==> config.mk <==
export PLATFORM = sky130hd
export DESIGN_NAME = hurricane_timer
export DESIGN_NICKNAME = d
export VERILOG_FILES = /design/src/rtl/hurricane_timer_pkg.sv /design/src/rtl/hurricane_timer_sec_tick_gen.sv /design/src/rtl/hurricane_timer.sv
export SDC_FILE = /design/constraint.sdc
export NUM_CORES = 1
export LEC_CHECK = 0
export BUFFER_PORTS_ARGS = -buffer_cell sky130_fd_sc_hd__buf_4
export CORE_MARGIN = 2
export CORE_UTILIZATION = 40
export DETAILED_ROUTE_END_ITERATION = 8
export SETUP_SLACK_MARGIN = 0.2
export SLEW_MARGIN = 10
export SYNTH_ARGS = -nofsm -noshare
export SYNTH_HDL_FRONTEND = slang
export SYNTH_SLANG_ARGS = --single-unit
==> constraint.sdc <==
create_clock -name clk_i -period 2.31 [get_ports clk_i]
set_input_delay 0.5775 -clock clk_i [delete_from_list [all_inputs] [get_ports clk_i]]
set_output_delay 0.5775 -clock clk_i [all_outputs]
set_load 0.01 [all_outputs]
==> src/rtl/hurricane_timer_pkg.sv <==
// Shared smoker range-hood definitions.
// Holds the mode FSM encodings, the default tick rate, the hurricane countdown
// state type and a small saturating seconds helper shared by the countdown stages.
package hurricane_timer_pkg;

  // Mode encodings driven by the range-hood mode FSM.
  localparam logic [2:0] MODE_STANDBY   = 3'b000;
  localparam logic [2:0] MODE_1         = 3'b001;
  localparam logic [2:0] MODE_2         = 3'b010;
  localparam logic [2:0] MODE_HURRICANE = 3'b011;
  localparam logic [2:0] MODE_CLEAN     = 3'b100;
  localparam logic [2:0] MODE_CUMTIME   = 3'b111;

  // System clock cycles per one-second tick.
  localparam int unsigned CLK_HZ_DEFAULT = 100_000_000;

  // Width of every seconds counter exported to the display logic.
  localparam int unsigned SecW = 7;

  // Hurricane countdown states.
  typedef enum logic [1:0] {
    IDLE     = 2'd0,
    RUN      = 2'd1,
    RUN_MENU = 2'd2,
    DONE     = 2'd3
  } hur_state_e;

  // Decrement that stops at zero; seconds counters never wrap.
  function automatic logic [SecW-1:0] sec_dec_sat(input logic [SecW-1:0] sec);
    logic [SecW-1:0] res;
    res = (sec == '0) ? '0 : sec - 1'b1;
    return res;
  endfunction

endpackage

==> src/rtl/hurricane_timer_sec_tick_gen.sv <==
// One-second tick generator.
// Counts 0..CLK_HZ-1 while enabled and pulses tick for the single cycle in
// which the count sits at CLK_HZ-1, after which it wraps to 0. clear forces
// the count to 0 and takes priority over counting. Counting holds while disabled.
//
// Ports:
//   clk_i     system clock
//   rst_ni    asynchronous active-low reset
//   enable_i  count while high
//   clear_i   synchronous clear of the count
//   tick_o    one-cycle pulse once per CLK_HZ enabled cycles
module sec_tick_gen
  import hurricane_timer_pkg::*;
#(
  parameter int unsigned CLK_HZ = CLK_HZ_DEFAULT
) (
  input  logic clk_i,
  input  logic rst_ni,
  input  logic enable_i,
  input  logic clear_i,
  output logic tick_o
);

  // A 1 Hz clock still needs a one-bit counter to stay legal.
  localparam int unsigned CntW = (CLK_HZ > 1) ? $clog2(CLK_HZ) : 1;
  localparam logic [CntW-1:0] CntMax = CntW'(CLK_HZ - 1);

  logic [CntW-1:0] cnt_q, cnt_d;

  assign tick_o = enable_i && (cnt_q == CntMax);

  always_comb begin
    cnt_d = cnt_q;
    if (clear_i) begin
      cnt_d = '0;
    end else if (enable_i) begin
      cnt_d = tick_o ? '0 : cnt_q + 1'b1;
    end
  end

  always_ff @(posedge clk_i or negedge rst_ni) begin
    if (!rst_ni) begin
      cnt_q <= '0;
    end else begin
      cnt_q <= cnt_d;
    end
  end

endmodule

==> src/rtl/hurricane_timer.sv <==
// Hurricane-mode countdown stage for the smoker range hood.
// Watches the mode FSM; when the hood enters hurricane mode it runs a
// HURRICANE_SEC countdown and then drops hurricane_mode_enabled so the mode
// FSM leaves mode 3. One menu press during the run reloads the countdown once
// and redirects the exit to standby. Only one hurricane use is allowed per
// power-on session; powering the hood off re-arms it.
//
// Ports:
//   clk_i                     system clock
//   rst_ni                    asynchronous active-low reset
//   machine_state_i           1 = hood powered on
//   mode_state_i              current mode, MODE_HURRICANE = hurricane
//   menu_btn_i                debounced menu button level
//   hurricane_mode_enabled_o  1 = entry allowed / running; falling edge = exit mode 3
//   return_state_o            exit target: 1 = gear 2, 0 = standby
//   remaining_sec_o           seconds left in the countdown, 0 when idle
//   active_o                  1 while a countdown runs
//
// HURRICANE_SEC must lie in 1..127 so it fits the 7-bit seconds output.
module hurricane_timer
  import hurricane_timer_pkg::*;
#(
  parameter int unsigned CLK_HZ        = CLK_HZ_DEFAULT,
  parameter int unsigned HURRICANE_SEC = 60
) (
  input  logic            clk_i,
  input  logic            rst_ni,
  input  logic            machine_state_i,
  input  logic [2:0]      mode_state_i,
  input  logic            menu_btn_i,
  output logic            hurricane_mode_enabled_o,
  output logic            return_state_o,
  output logic [SecW-1:0] remaining_sec_o,
  output logic            active_o
);

  localparam logic [SecW-1:0] ReloadSec = SecW'(HURRICANE_SEC);

  hur_state_e      state_q, state_d;
  logic            enabled_q, enabled_d;
  logic            return_q, return_d;
  logic [SecW-1:0] remaining_q, remaining_d;
  logic            active_q, active_d;
  logic            menu_btn_q;

  logic menu_edge;
  logic in_hurricane;
  logic tick;
  logic tick_clear;

  assign menu_edge    = menu_btn_i & ~menu_btn_q;
  assign in_hurricane = (mode_state_i == MODE_HURRICANE);

  sec_tick_gen #(
    .CLK_HZ (CLK_HZ)
  ) u_sec_tick_gen (
    .clk_i    (clk_i),
    .rst_ni   (rst_ni),
    .enable_i (active_q),
    .clear_i  (tick_clear),
    .tick_o   (tick)
  );

  always_comb begin
    state_d     = state_q;
    enabled_d   = enabled_q;
    return_d    = return_q;
    remaining_d = remaining_q;
    active_d    = active_q;
    tick_clear  = 1'b0;

    if (!machine_state_i) begin
      // Power-off re-arms the session and beats every other event.
      state_d     = IDLE;
      enabled_d   = 1'b1;
      return_d    = 1'b1;
      remaining_d = '0;
      active_d    = 1'b0;
      tick_clear  = 1'b1;
    end else begin
      unique case (state_q)
        IDLE: begin
          if (in_hurricane && enabled_q) begin
            state_d     = RUN;
            remaining_d = ReloadSec;
            active_d    = 1'b1;
            return_d    = 1'b1;
            tick_clear  = 1'b1;
          end
        end

        RUN, RUN_MENU: begin
          if (!in_hurricane) begin
            // Mode FSM left mode 3 on its own: the use is still consumed.
            state_d     = DONE;
            enabled_d   = 1'b0;
            active_d    = 1'b0;
            remaining_d = '0;
          end else if ((state_q == RUN) && menu_edge) begin
            // The single reload; it wins over a coincident final tick.
            state_d     = RUN_MENU;
            remaining_d = ReloadSec;
            return_d    = 1'b0;
            tick_clear  = 1'b1;
          end else if (tick) begin
            if (remaining_q <= SecW'(1)) begin
              state_d     = DONE;
              remaining_d = '0;
              enabled_d   = 1'b0;
              active_d    = 1'b0;
            end else begin
              remaining_d = sec_dec_sat(remaining_q);
            end
          end
        end

        DONE: begin
          // Locked out until power-off; return_state keeps the last exit target.
          enabled_d   = 1'b0;
          active_d    = 1'b0;
          remaining_d = '0;
        end

        default: begin
          state_d = IDLE;
        end
      endcase
    end
  end

  always_ff @(posedge clk_i or negedge rst_ni) begin
    if (!rst_ni) begin
      state_q     <= IDLE;
      enabled_q   <= 1'b1;
      return_q    <= 1'b1;
      remaining_q <= '0;
      active_q    <= 1'b0;
      menu_btn_q  <= 1'b0;
    end else begin
      state_q     <= state_d;
      enabled_q   <= enabled_d;
      return_q    <= return_d;
      remaining_q <= remaining_d;
      active_q    <= active_d;
      menu_btn_q  <= menu_btn_i;
    end
  end

  assign hurricane_mode_enabled_o = enabled_q;
  assign return_state_o           = return_q;
  assign remaining_sec_o          = remaining_q;
  assign active_o                 = active_q;

endmodule

* After elaboration in Yosys (flattened, before gate mapping)
Index checks and enable logic that the tools add are counted.
** Operators by class
- $add $sub $neg :: 2
- Order comparisons :: 1
- Eq/ne operators :: 15
- Mux-type cells :: 36
- Bitwise gates (word level) :: 2
- Reductions and logical operators :: 12
** Operators by type and width (count)
- $mux W27 :: 3
- $mux W7 :: 7
- $add A27 B1 Y27 const B :: 1
- $eq A27 B27 Y1 const B :: 1
- $pmux W7 S3 :: 1
- $reduce_and A4 Y1 :: 4
- $mux W1 :: 14
- $mux W2 :: 6
- $ne A3 B3 Y1 const B :: 3
- $ne A4 B4 Y1 const B :: 2
- $le A7 B1 Y1 const B :: 1
- $logic_not A7 Y1 :: 1
- $sub A7 B1 Y7 const B :: 1
- $ne A3 B1 Y1 const B :: 2
- $pmux W1 S2 :: 3
- $ne A5 B4 Y1 const B :: 1
- $ne A5 B5 Y1 const B :: 1
- $eq A2 B2 Y1 const B :: 2
- $ne A4 B3 Y1 const B :: 1
- $pmux W2 S2 :: 1
- $eq A3 B2 Y1 const B :: 1
- $logic_and A1 B1 Y1 :: 3
- $pmux W1 S3 :: 1
- $eq A2 B1 Y1 const B :: 1
- other kinds (6) :: 6
** Word-level totals
- Bits in registers :: 40
- Bits of input ports :: 7
- Output and inout port bits :: 10

* Depth between registers and ports, before layout
- Depth in word-level cells :: 8
- Gate-level depth with buffers :: 9

* Hierarchy
A second synthesis with hierarchy kept.
** Unflattened totals
- Cells, all modules :: 269
- Area, all modules :: 2397.3 µm²
** By module, submodules not included
- sec_tick_gen :: instances 1, cells each 172, area each 1549.0 µm²
- hurricane_timer :: instances 1, cells each 97, area each 848.3 µm²

* Worst setup path before layout
OpenSTA, ideal clock, no wires.
- Path kind :: register -> register
- Start :: register state_q[0]
- End :: register u_sec_tick_gen.cnt_q[19]
- Setup time :: 0.077 ns
- Arrival :: 2.123 ns
- Setup slack :: 0.110 ns
- Cell stages (with the launch flop) :: 9
- Path buffers :: 1
- Period minus slack after synthesis :: 2.200 ns
- Path through :: dfrtp_1 inv_1 ha_1 nand4b_1 nor3_1 nor3_1 buf_2 or4_1 a21oi_1
** Between the ends
- Cells in the longest elaborated chain, start to end :: 7
- Elaborated cells between the ends (all ways) :: 11
- Those cells by class :: eq/ne (2); mux (5); reduce/logical (4)
** Ends and longest elaborated chain
- start: declaration :: line hurricane_timer.sv:39 : hur_state_e state_q, state_d;
- start signal: assignment :: line hurricane_timer.sv:140 : state_q <= state_d;
- $eq A2 B1 Y1 :: line hurricane_timer.sv:81, hurricane_timer.sv:99
- $logic_and A1 B1 Y1 :: line hurricane_timer.sv:99 : end else if ((state_q == RUN) && menu_edge) begin
- $mux W1 :: line hurricane_timer.sv:99
- $mux W1 :: line hurricane_timer.sv:93 : if (!in_hurricane) begin
- $pmux W1 S2 (*) :: line hurricane_timer.sv:81 : unique case (state_q)
- $mux W1 (*) :: line hurricane_timer.sv:72 : if (!machine_state_i) begin
- $mux W27 / $reduce_bool A2 Y1 (equally long branches)
- end signal: assignment :: line hurricane_timer_sec_tick_gen.sv:45 : cnt_q <= cnt_d;
- end: declaration :: line hurricane_timer_sec_tick_gen.sv:28 : logic [CntW-1:0] cnt_q, cnt_d;
Every way passes the cells marked *; elsewhere a longest branch is shown, timed or not.
A chain may end at the register's enable or synchronous reset.

* Worst setup path after layout
- Start :: register state_q[0]
- End :: register u_sec_tick_gen.cnt_q[22]
Same word-level chain as after synthesis.

==> results.yml <==
die:
  design.core.area_um2: 6280
  ios: 17
  row_count: 29
  die_height_um: 84.0
  initial_utilization: 0.408
  die_x_um: 84.0
  die_area_um2: 7060
clock_tree:
  cts_tree: "yes"
  cts.sink_count: 40
  numCtsBuffers: 5
  clock_path_buffers: 2
  clkTransAtPathRegs_ns: 0.08
  clkLatencyLatePin_ns: 0.31
  h-tree-depth: 2
  cts-root-buf: "clkbuf_8"
sta:
  setup_viol: 0
  tns_ns: 0
  min_period_over_period: 0.922
  slew_viol_final: 0
  timing.hold.ws_ns: 0.250
  fin_skew_ns: 0.00376
  max_slew_margin: 0.652
  worst_pin_slew_ns: 0.522
  finalHoldViolations: 0
  finalCriticalPeriod_ns: 2.13
  fmax_mhz: 469
  rsz0062_at_grt: "yes"
worst_setup_path:
  reg2reg_depth: 9
  r2r_end: "u_sec_tick_gen.cnt_q[22]"
  critPathMaxStageDelay_ns: 0.42
  critical_path_required_ns: 2.55
  cp.arrival_ns: 2.37
  cp_slowest_cell: "or4_4"
  path_cells: "inv_2 > ha_4 > nand4b_1 > nor3_4 > buf_6 > o31ai_4 > buf_6 > or4_4 > a21oi_2"
  r2r-start: "state_q[0]"
  cp-start-kind: "register"
  cp-end-kind: "register"
  r2r_setup_slack_ns: 0.18
  cp_num_buf_inv: 3
  critPathKind: "reg -> reg"
  critPathLaunch: "state_q[0]"
  timing.critical_path.mode_cell: "buf_6"
  crit_fanout: 6
  cp_top_family: "simple AND/OR/NAND/NOR gates"
global_routing:
  grt_pass1_wl_um: 11100
  grt_max_degree: 41
  antenna_found_initial: 0
  track_usage: 0.195
  first_global_vias: 2283
  grt_overflow_total: 0
power_and_ir_drop:
  leakagePower_nw: 1.39
  vdd_drop_max_mv: 0.420
  p_per_area_nw_per_um2: 587
  power_mw: 2.00
synth:
  synthesis.nets: 294
  seq_area_frac_synth: 0.392
  yosysTopAreaCell: "dfrtp_1"
  netlist_instances: 279
  synth_top_area_frac: 0.371
  synth_edf_count: 0
  synth_warnings: 0
  synth_area_leaders: "dfrtp_1 37%, ha_1 3.9%, a21oi_1 3.7%"
  synth_seq_cells: 40
  synth-async-reset-ratio: 1.00
  synth_area_um2: 2560
  avgSynthCellArea_um2: 9.18
  synth_flop_cell: "dfrtp_1"
  synthDistinctLibCells: 59
route:
  num_vias: 2470
  first_pass_iters: 4
  post_drt_wl_per_cell_um: 17.3
  drcViolationCount: 0
  drt_iter0_markers: 258
  wirelength_um: 7120
  via_per_inst: 6.00
  ant_nets: 0
outcome:
  status: "finished, final reports clean"
worst_hold_path:
  holdCritPathClass: "in -> async"
finish:
  fin_area_um2: 3410
  drive_above_1_share: 0.376
  finalNonFillerCells: 412
  final_nets: 349
  areaGrowthSynthToFinish_pct: 33.0
  antenna_cells: 0
  nFillCells: 581
placement:
  dpl.cell_count: 383
  io_buffers: 16
  place_hpwl_um: 4550
  place_area_um2: 2910
  place.gp.congestion: 0.904
flow_run:
  cap_violations: 0
-- metrics by stage --
| step | setup WS [ns] | util |
|---|---|---|
| 2_1_floorplan | 0.199 | - |
| 3_3_place_gp | -0.0432 | 0.463 |
| 3_5_place_dp | -0.0956 | 0.463 |
| 4_1_cts | 0.166 | 0.495 |
| 5_1_grt | 0.112 | 0.543 |
| 6_report | 0.179 | 0.543 |
-- cells in the mapped netlist, drive strengths merged (3+ instances only) --
master and instances:
nor4 7, o31ai 12, inv 10, nand2 22, buf 9, nor2 14
nor3 6, a21oi 19, mux2 3, o21ai 17, nand3 13, clkbuf 4
nor4b 3, and3 3, nand4 11, nand4b 3, or4 12, or2 4
o22ai 3, dfrtp 38, ha 8, o31a 5, a22o 4, and4 5
or3 8
-- repair_timing --
item	4_1_cts	5_1_grt
hold buffers	0	0
endpoints found under the setup margin	28	33
pin swaps	5	30
gates cloned	0	3
setup buffers	5	13
gates resized for setup	14	44
-- flip-flops by register name (all words and copies together), names as in the netlist --
name	count
active_o	1
hurricane_mode_enabled_o	1
menu_btn_q	1
remaining_sec_o	7
return_state_o	1
state_q	2
u_sec_tick_gen.cnt_q	27
-- per-layer routing --
| metal | part of all wire | routed length (µm) | vias up | GRT usage |
|---|---|---|---|---|
| met5 | 0 | 0 | - | 0 |
| met4 | 0.014 | 98 | 0 | 0.0616 |
| met3 | 0.044 | 315 | 9 | 0.0485 |
| li1 | - | - | 1208 | - |
| met1 | 0.47 | 3350 | 1192 | 0.270 |
| met2 | 0.47 | 3360 | 61 | 0.300 |
-- cells by family after synthesis --
kind of cell             count (synthesis)  share of synthesized area
AND/OR/NAND/NOR                        119                      0.284
multiplexers                             5                     0.0210
buffers and inverters                   23                     0.0391
XOR/XNOR                                 3                     0.0103
adder cells (fa/ha/maj)                  8                     0.0391
AO/OA/AOI/OAI                           81                      0.215
flip-flops                              40                      0.392
-- final cells by class --
type,count,area [µm²],share of cell area
flip-flops and latches,40,1010,0.297
clock buffers,8,90.1,0.0264
inverters,10,37.5,0.0110
well taps,77,96.3,0.0283
multi-input cells,218,1720,0.503
repair buffers,59,455,0.134
-- report_power, final --
part | internal (mW) | leakage [nW] | total (mW) | switching [mW]
Combinational | 0.315 | 0.815 | 0.678 | 0.363
Clock | 0.244 | 0.0455 | 0.502 | 0.258
Sequential | 0.750 | 0.529 | 0.821 | 0.0714
-- worst max-delay path by stage --
stage / end / slack, ns / cells after the start
after floorplan: u_sec_tick_gen.cnt_q[19] / 0.20 / 8
after global placement: u_sec_tick_gen.cnt_q[12] / -0.04 / 8
after detailed placement: u_sec_tick_gen.cnt_q[4] / -0.1 / 8
after global routing: u_sec_tick_gen.cnt_q[22] / 0.11 / 9
after CTS: u_sec_tick_gen.cnt_q[19] / 0.17 / 8
final: u_sec_tick_gen.cnt_q[22] / 0.18 / 9
-- cells in the final DEF, fill, tap and decap left out, types with 4 or more instances in the layout --
cell type  synthesis  layout
a21oi_1           19      12
a21oi_2            0       7
a22o_1             4       4
and4_1             5       5
buf_4              1      54
buf_6              0       4
clkbuf_8           0       6
dfrtp_1           38      31
dfrtp_2            0       7
ha_1               8       6
inv_1             10       8
nand2_1           21      19
nand3_1           13      12
nand4_1           10      10
nor2_1            14      13
nor4_1             6       4
o21ai_0           17      16
o31a_1             5       5
o31ai_1           12       9
or3_1              8       8
or4_1             11       6
or4_4              1       6
No activity file was read; power rests on OpenSTA's default activity.
